===== config.mk =====
export PLATFORM = sky130hd
export DESIGN_NAME = bus_demux2_flat
export DESIGN_NICKNAME = d
export VERILOG_FILES = /design/src/rtl/bus_demux2_pkg.sv /design/src/rtl/bus_demux2_if.sv /design/src/rtl/bus_demux2.sv /design/src/flat_wrapper.sv
export SDC_FILE = /design/constraint.sdc
export NUM_CORES = 1
export LEC_CHECK = 0
export CAP_MARGIN = 20
export CORE_MARGIN = 4
export CORE_UTILIZATION = 37
export DETAILED_ROUTE_END_ITERATION = 8
export GPL_TIMING_DRIVEN = 0
export PLACE_DENSITY_LB_ADDON = 0.12
export REMOVE_ABC_BUFFERS = 1
export SLEW_MARGIN = 10
export SYNTH_ARGS = -nofsm -noshare
export SYNTH_HDL_FRONTEND = slang
export SYNTH_SLANG_ARGS = --single-unit

===== constraint.sdc =====
create_clock -name clk_i -period 1.9 [get_ports clk_i]
set_input_delay 0.285 -clock clk_i [delete_from_list [all_inputs] [get_ports clk_i]]
set_output_delay 0.285 -clock clk_i [all_outputs]
set_load 0.02 [all_outputs]

===== src/rtl/bus_demux2_pkg.sv =====
// Shared core-bus definitions: widths, target-B window, router FSM states
// and the address decode helper also used for PMA checks in the LSU.
package core_bus_pkg;

   localparam int unsigned DATA_W = 32;
   localparam int unsigned ADDR_W = 32;
   localparam int unsigned BE_W   = DATA_W / 8;

   localparam logic [ADDR_W-1:0] B_BASE = 32'h1000_0000;
   localparam logic [ADDR_W-1:0] B_MASK = 32'hF000_0000;

   typedef enum logic [1:0] {
      IDLE  = 2'd0,
      ISSUE = 2'd1,
      WAIT  = 2'd2
   } state_e;

   // Request payload as latched on acceptance
   typedef struct packed {
      logic [ADDR_W-1:0] addr;
      logic              we;
      logic [BE_W-1:0]   be;
      logic [DATA_W-1:0] wdata;
   } req_t;

   function automatic logic is_target_b(input logic [ADDR_W-1:0] addr,
                                        input logic [ADDR_W-1:0] base,
                                        input logic [ADDR_W-1:0] mask);
      return (addr & mask) == base;
   endfunction

endpackage


===== src/rtl/bus_demux2_if.sv =====
// Core-side and both target-side bus signals of the 1:2 data-bus router.
interface bus_demux2_if
   import core_bus_pkg::*;
#(
   parameter int unsigned DW = DATA_W,
   parameter int unsigned AW = ADDR_W
);
   localparam int unsigned BW = DW / 8;

   // core side
   logic          req_valid_i;
   logic          req_ready_o;
   logic [AW-1:0] req_addr_i;
   logic          req_we_i;
   logic [BW-1:0] req_be_i;
   logic [DW-1:0] req_wdata_i;
   logic          rsp_valid_o;
   logic [DW-1:0] rsp_rdata_o;

   // target A
   logic          a_req_valid_o;
   logic          a_req_ready_i;
   logic [AW-1:0] a_addr_o;
   logic          a_we_o;
   logic [BW-1:0] a_be_o;
   logic [DW-1:0] a_wdata_o;
   logic          a_rsp_valid_i;
   logic [DW-1:0] a_rsp_rdata_i;

   // target B
   logic          b_req_valid_o;
   logic          b_req_ready_i;
   logic [AW-1:0] b_addr_o;
   logic          b_we_o;
   logic [BW-1:0] b_be_o;
   logic [DW-1:0] b_wdata_o;
   logic          b_rsp_valid_i;
   logic [DW-1:0] b_rsp_rdata_i;

   // Router view
   modport slave (
      input  req_valid_i, req_addr_i, req_we_i, req_be_i, req_wdata_i,
      output req_ready_o, rsp_valid_o, rsp_rdata_o,
      output a_req_valid_o, a_addr_o, a_we_o, a_be_o, a_wdata_o,
      input  a_req_ready_i, a_rsp_valid_i, a_rsp_rdata_i,
      output b_req_valid_o, b_addr_o, b_we_o, b_be_o, b_wdata_o,
      input  b_req_ready_i, b_rsp_valid_i, b_rsp_rdata_i
   );

   // Core + targets view
   modport master (
      output req_valid_i, req_addr_i, req_we_i, req_be_i, req_wdata_i,
      input  req_ready_o, rsp_valid_o, rsp_rdata_o,
      input  a_req_valid_o, a_addr_o, a_we_o, a_be_o, a_wdata_o,
      output a_req_ready_i, a_rsp_valid_i, a_rsp_rdata_i,
      input  b_req_valid_o, b_addr_o, b_we_o, b_be_o, b_wdata_o,
      output b_req_ready_i, b_rsp_valid_i, b_rsp_rdata_i
   );

endinterface


===== src/rtl/bus_demux2.sv =====
// One-outstanding, registered 1:2 data-bus router: steers core requests to
// data memory (A) or MMIO (B) by address decode and returns the response.
module bus_demux2
   import core_bus_pkg::*;
#(
   parameter logic [ADDR_W-1:0] B_BASE_P = core_bus_pkg::B_BASE,
   parameter logic [ADDR_W-1:0] B_MASK_P = core_bus_pkg::B_MASK
) (
   input  logic         clk_i,
   input  logic         rst_ni,
   bus_demux2_if.slave  bus
);

   state_e            state_q;
   req_t              req_q;
   logic              sel_b_q;
   logic              rsp_valid_q;
   logic [DATA_W-1:0] rsp_rdata_q;

   logic tgt_ready_c;
   logic tgt_rsp_c;

   assign tgt_ready_c = sel_b_q ? bus.b_req_ready_i : bus.a_req_ready_i;
   assign tgt_rsp_c   = sel_b_q ? bus.b_rsp_valid_i : bus.a_rsp_valid_i;

   // Sequencer: accept -> issue to selected target -> wait for its response
   always_ff @(posedge clk_i) begin
      if (!rst_ni) begin
         state_q     <= IDLE;
         req_q       <= '0;
         sel_b_q     <= 1'b0;
         rsp_valid_q <= 1'b0;
         rsp_rdata_q <= '0;
      end else begin
         rsp_valid_q <= 1'b0;
         unique case (state_q)
            IDLE: begin
               if (bus.req_valid_i) begin
                  req_q.addr  <= bus.req_addr_i;
                  req_q.we    <= bus.req_we_i;
                  req_q.be    <= bus.req_be_i;
                  req_q.wdata <= bus.req_wdata_i;
                  sel_b_q     <= is_target_b(bus.req_addr_i, B_BASE_P, B_MASK_P);
                  state_q     <= ISSUE;
               end
            end
            ISSUE: begin
               if (tgt_ready_c) state_q <= WAIT;
            end
            WAIT: begin
               // Responses from the unselected port never reach tgt_rsp_c
               if (tgt_rsp_c) begin
                  rsp_rdata_q <= sel_b_q ? bus.b_rsp_rdata_i : bus.a_rsp_rdata_i;
                  rsp_valid_q <= 1'b1;
                  state_q     <= IDLE;
               end
            end
            default: state_q <= IDLE;
         endcase
      end
   end

   assign bus.req_ready_o   = (state_q == IDLE);
   assign bus.rsp_valid_o   = rsp_valid_q;
   assign bus.rsp_rdata_o   = rsp_rdata_q;

   // Payload is broadcast to both ports; only valid is steered
   assign bus.a_req_valid_o = (state_q == ISSUE) && !sel_b_q;
   assign bus.b_req_valid_o = (state_q == ISSUE) &&  sel_b_q;

   assign bus.a_addr_o      = req_q.addr;
   assign bus.a_we_o        = req_q.we;
   assign bus.a_be_o        = req_q.be;
   assign bus.a_wdata_o     = req_q.wdata;

   assign bus.b_addr_o      = req_q.addr;
   assign bus.b_we_o        = req_q.we;
   assign bus.b_be_o        = req_q.be;
   assign bus.b_wdata_o     = req_q.wdata;

endmodule


===== src/flat_wrapper.sv =====
// flat-port wrapper written by rule: the top's interface ports become plain ports
module bus_demux2_flat import core_bus_pkg::*;
#(
   parameter logic [ADDR_W-1:0] B_BASE_P = core_bus_pkg::B_BASE,
   parameter logic [ADDR_W-1:0] B_MASK_P = core_bus_pkg::B_MASK
)
  (clk_i, rst_ni, bus_req_valid_i, bus_req_addr_i, bus_req_we_i, bus_req_be_i, bus_req_wdata_i, bus_req_ready_o, bus_rsp_valid_o, bus_rsp_rdata_o, bus_a_req_valid_o, bus_a_addr_o, bus_a_we_o, bus_a_be_o, bus_a_wdata_o, bus_a_req_ready_i, bus_a_rsp_valid_i, bus_a_rsp_rdata_i, bus_b_req_valid_o, bus_b_addr_o, bus_b_we_o, bus_b_be_o, bus_b_wdata_o, bus_b_req_ready_i, bus_b_rsp_valid_i, bus_b_rsp_rdata_i);
  bus_demux2_if bus_i ();
  input  logic clk_i;
  input  logic rst_ni;
  input wire logic [$bits(bus_i.req_valid_i)-1:0] bus_req_valid_i;
  input wire logic [$bits(bus_i.req_addr_i)-1:0] bus_req_addr_i;
  input wire logic [$bits(bus_i.req_we_i)-1:0] bus_req_we_i;
  input wire logic [$bits(bus_i.req_be_i)-1:0] bus_req_be_i;
  input wire logic [$bits(bus_i.req_wdata_i)-1:0] bus_req_wdata_i;
  output wire logic [$bits(bus_i.req_ready_o)-1:0] bus_req_ready_o;
  output wire logic [$bits(bus_i.rsp_valid_o)-1:0] bus_rsp_valid_o;
  output wire logic [$bits(bus_i.rsp_rdata_o)-1:0] bus_rsp_rdata_o;
  output wire logic [$bits(bus_i.a_req_valid_o)-1:0] bus_a_req_valid_o;
  output wire logic [$bits(bus_i.a_addr_o)-1:0] bus_a_addr_o;
  output wire logic [$bits(bus_i.a_we_o)-1:0] bus_a_we_o;
  output wire logic [$bits(bus_i.a_be_o)-1:0] bus_a_be_o;
  output wire logic [$bits(bus_i.a_wdata_o)-1:0] bus_a_wdata_o;
  input wire logic [$bits(bus_i.a_req_ready_i)-1:0] bus_a_req_ready_i;
  input wire logic [$bits(bus_i.a_rsp_valid_i)-1:0] bus_a_rsp_valid_i;
  input wire logic [$bits(bus_i.a_rsp_rdata_i)-1:0] bus_a_rsp_rdata_i;
  output wire logic [$bits(bus_i.b_req_valid_o)-1:0] bus_b_req_valid_o;
  output wire logic [$bits(bus_i.b_addr_o)-1:0] bus_b_addr_o;
  output wire logic [$bits(bus_i.b_we_o)-1:0] bus_b_we_o;
  output wire logic [$bits(bus_i.b_be_o)-1:0] bus_b_be_o;
  output wire logic [$bits(bus_i.b_wdata_o)-1:0] bus_b_wdata_o;
  input wire logic [$bits(bus_i.b_req_ready_i)-1:0] bus_b_req_ready_i;
  input wire logic [$bits(bus_i.b_rsp_valid_i)-1:0] bus_b_rsp_valid_i;
  input wire logic [$bits(bus_i.b_rsp_rdata_i)-1:0] bus_b_rsp_rdata_i;
  assign bus_i.req_valid_i = bus_req_valid_i;
  assign bus_i.req_addr_i = bus_req_addr_i;
  assign bus_i.req_we_i = bus_req_we_i;
  assign bus_i.req_be_i = bus_req_be_i;
  assign bus_i.req_wdata_i = bus_req_wdata_i;
  assign bus_req_ready_o = bus_i.req_ready_o;
  assign bus_rsp_valid_o = bus_i.rsp_valid_o;
  assign bus_rsp_rdata_o = bus_i.rsp_rdata_o;
  assign bus_a_req_valid_o = bus_i.a_req_valid_o;
  assign bus_a_addr_o = bus_i.a_addr_o;
  assign bus_a_we_o = bus_i.a_we_o;
  assign bus_a_be_o = bus_i.a_be_o;
  assign bus_a_wdata_o = bus_i.a_wdata_o;
  assign bus_i.a_req_ready_i = bus_a_req_ready_i;
  assign bus_i.a_rsp_valid_i = bus_a_rsp_valid_i;
  assign bus_i.a_rsp_rdata_i = bus_a_rsp_rdata_i;
  assign bus_b_req_valid_o = bus_i.b_req_valid_o;
  assign bus_b_addr_o = bus_i.b_addr_o;
  assign bus_b_we_o = bus_i.b_we_o;
  assign bus_b_be_o = bus_i.b_be_o;
  assign bus_b_wdata_o = bus_i.b_wdata_o;
  assign bus_i.b_req_ready_i = bus_b_req_ready_i;
  assign bus_i.b_rsp_valid_i = bus_b_rsp_valid_i;
  assign bus_i.b_rsp_rdata_i = bus_b_rsp_rdata_i;
  bus_demux2 #(.B_BASE_P(B_BASE_P), .B_MASK_P(B_MASK_P)) u_core (.clk_i(clk_i), .rst_ni(rst_ni), .bus(bus_i));
endmodule

==> out/qor.yml <==
logic_synthesis:
  yosys.cell_count.top_type: "nand2_1"
  mappedNetlistArea_um2: 4810
  syn-instance-count: 539
  synth_area_leaders: "dfxtp_1 (44%), a21boi_1 (11%), nand2_1 (11%), buf_4 (11%), mux2i_1 (7.1%)"
  synth_async_sr_flop_share_pct: 0
  synthFlopType: "dfxtp_1"
  synth_mux_area_share_pct: 7.39
  xor_xnor_fraction_of_synth_area_pct: 0
  synth_top_family_by_area: "compound AO/OA/AOI/OAI gates"
  ys_types: 22
  synthSimpleGateAreaFrac_pct: 16.1
  synth_compound_area_share_pct: 17.7
  synth_top_cells_by_count: "nand2_1 (140), dfxtp_1 (105), a21boi_1 (70)"
  postSynthAreaPerCell_um2: 8.92
  post-synth-top-area-fraction_pct: 43.7
  yosys_warnings: 0
  synth_seq_cells: 105
  post-synth-top-area-cell: "dfxtp_1"
  synth_sequential_area_ratio_pct: 43.7
  synth_enable_flop_cells: 0
  yosys.area_share.adder_pct: 0
power:
  ir_drop_uv: 334
  leakagePower_nw: 3.20
  power.combinational.fraction_pct: 23.4
  power_switching_mw: 1.48
  share_seq_of_total_power_pct: 42.3
  power_density_nw_per_um2: 724
  power_report.internal_total_mw: 4.22
  swShare_pct: 25.9
  clock_network_fraction_of_design_power_pct: 34.3
finish:
  post-route-util_pct: 62.2
  share_of_layout_cells_above_drive_strength_1_pct: 3.66
  area_delta_synth_final_pct: 63.8
  post-route-cell-area_um2: 7880
  antenna_cells: 0
  final.fill_count: 1094
  fin_nets: 900
cts:
  clock_sinks: 105
  clk-insertion-delay-late_ps: 330
  cts_tree: "yes"
  cts_hold_buf: 0
  clk_path_buf_depth: 2
  cts-buffers-inserted: 9
  clock_tree.root_cell: "clkbuf_16"
  clk_transition_reported_paths_ps: 70
  clock_tree.htree_level_count: 3
placement:
  post-dp-hpwl_mm: 11.7
  gp_congestion: 0.736
  post-place-ws_ps: -208
  placement.cell_area_um2: 7540
  io_buffer_count: 313
sta:
  tmin_final_ps: 1780
  setup_viol_count_final: 0
  slew_hr_pct: 43.4
  finalSetupTns_ps: 0
  final.hold.worst_slack_ps: 420
  timing.final.ws_setup_ps: 121
  final-hold-violation-count: 0
  clock_tree_skew_after_final_layout_ps: 6.49
  max_clock_freq_mhz: 562
  period_share_pct: 93.6
  report.final.slew_viol_count: 0
  setup_repair_after_global_routing_missed_its_margin: "no"
  worst_pin_slew_ps: 850
route:
  drt-vias-per-instance: 4.72
  vias: 4419
  drt.antenna.violating_nets: 0
  wl_per_cell_um: 16.2
  firstDrtPassIters: 4
  drc: 0
  drtIter0Drc: 146
  detail_route.wirelength_mm: 15.2
critical_path:
  crit_family: "buffers and inverters"
  start_kind: "register"
  cpMaxStageDelayCell: "clkdlybuf4s50_1"
  timing.critical_path.arrival_ps: 1490
  path_cells: "nor2_1 -> clkdlybuf4s50_1"
  cp.required_ps: 1620
  critical_path.max_stage_delay_ps: 620
  crit_path_max_fanout: 7
  critical_path_buf_inv_count: 1
  setup.worst_path.class: "reg -> out"
  timing.critical_path.to_type: "output port"
floorplan:
  placeableCoreArea_um2: 12700
  floorplan.initialDensity_pct: 37.9
  num_rows: 41
  top_level_ports: 314
  fp.dieArea_um2: 14900
  floorplan.die.height_um: 122
  floorplan.die.width_um: 122
global_route:
  globalRouteOverflowTotal: 0
  track_usage_pct: 19.5
  grt_pass1_vias: 4281
  grt_max_degree: 71
  grt_first_pass_wirelength_mm: 22.8
  initial_antenna_violation_count: 0
run:
  max-cap-violations: 0
outcome:
  outcome: "complete, no violations"
min_path:
  hold_path_class: "in -> reg"
-- per-layer routing --
| layer | vias to the layer above | GRT usage, % | routed length, µm |
|---|---|---|---|
| met2 | 197 | 36.0 | 7910 |
| met3 | 11 | 7.15 | 1660 |
| met5 | - | 0 | 0 |
| met4 | 0 | 5.39 | 170 |
| li1 | 2174 | - | - |
| met1 | 2037 | 20.8 | 5460 |
-- sequential cells by signal, indices dropped and copies added, names as in the netlist --
register                flops
u_core.bus.a_wdata_o       32
u_core.bus.a_be_o           4
u_core.state_q              2
u_core.sel_b_q              1
u_core.bus.rsp_rdata_o     32
u_core.bus.a_addr_o        32
u_core.bus.rsp_valid_o      1
u_core.bus.a_we_o           1
-- placed cells by master, fill, tap and decap left out, types with 2 or more instances in the layout --
cell / instances
clkbuf_1: 2
nand3_1: 32
dlygate4sd2_1: 2
nor2_1: 4
mux2i_1: 34
a21boi_1: 70
clkdlybuf4s50_1: 310
o211a_1: 32
dfxtp_1: 103
bufinv_16: 2
buf_8: 3
clkbuf_16: 9
nand2_1: 140
-- path summary, 6_finish.rpt --
kind,startpoint,endpoint,slack (ps),cells past startpoint
worst max-delay path,u_core.state_q[1],bus_req_ready_o,120,2
worst min-delay path,rst_ni,u_core.bus.rsp_rdata_o[23],420,2
worst min register to register,u_core.bus.a_be_o[2],u_core.bus.a_be_o[2],470,2
worst max register to register,u_core.sel_b_q,u_core.bus.rsp_rdata_o[26],140,4
-- timing repair --
item | 4_1_cts | 5_1_grt
buffers inserted | 1 | 0
hold endpoints to repair | 0 | 0
setup endpoints to repair | 34 | 16
gates cloned | 1 | 0
gates resized for setup | 4 | 1
-- kinds of logic (layout without fill, tap and decap cells) --
| kind of cell | after synthesis | in the layout |
|---|---|---|
| mux | 35 | 35 |
| buf+inv | 111 | 335 |
| compound gates | 103 | 103 |
| simple gates | 185 | 186 |
| flops | 105 | 105 |
-- cell type report --
| class | instances | area [µm²] | share of cell area (%) |
|---|---|---|---|
| Clock buffer | 12 | 246 | 3.13 |
| Clock inverter | 3 | 65.1 | 0.826 |
| Inverter | 1 | 3.75 | 0.0477 |
| Multi-Input combinational cell | 324 | 2010 | 25.5 |
| Sequential cell | 105 | 2110 | 26.8 |
| Tap cell | 172 | 215 | 2.73 |
| Timing Repair Buffer | 319 | 3230 | 41.0 |
-- stage by stage --
| step | std cells | total power, mW |
|---|---|---|
| after CTS | 936 | 5.78 |
| after detailed placement | 919 | 3.81 |
| after floorplan | 429 | 2.97 |
| after global placement | 914 | 3.78 |
| after global routing | 936 | 5.94 |
| final | 936 | 5.70 |
-- power groups by stage --
| stage | registers, mW | clock network (mW) | logic, mW |
|---|---|---|---|
| 2_1_floorplan | 2.70 | 0 | 0.264 |
| 3_3_place_gp | 2.46 | 0 | 1.32 |
| 3_5_place_dp | 2.46 | 0 | 1.34 |
| 4_1_cts | 2.41 | 2.02 | 1.35 |
| 5_1_grt | 2.43 | 2.09 | 1.41 |
| 6_report | 2.41 | 1.96 | 1.33 |
Power figures use the tool's default switching activity.
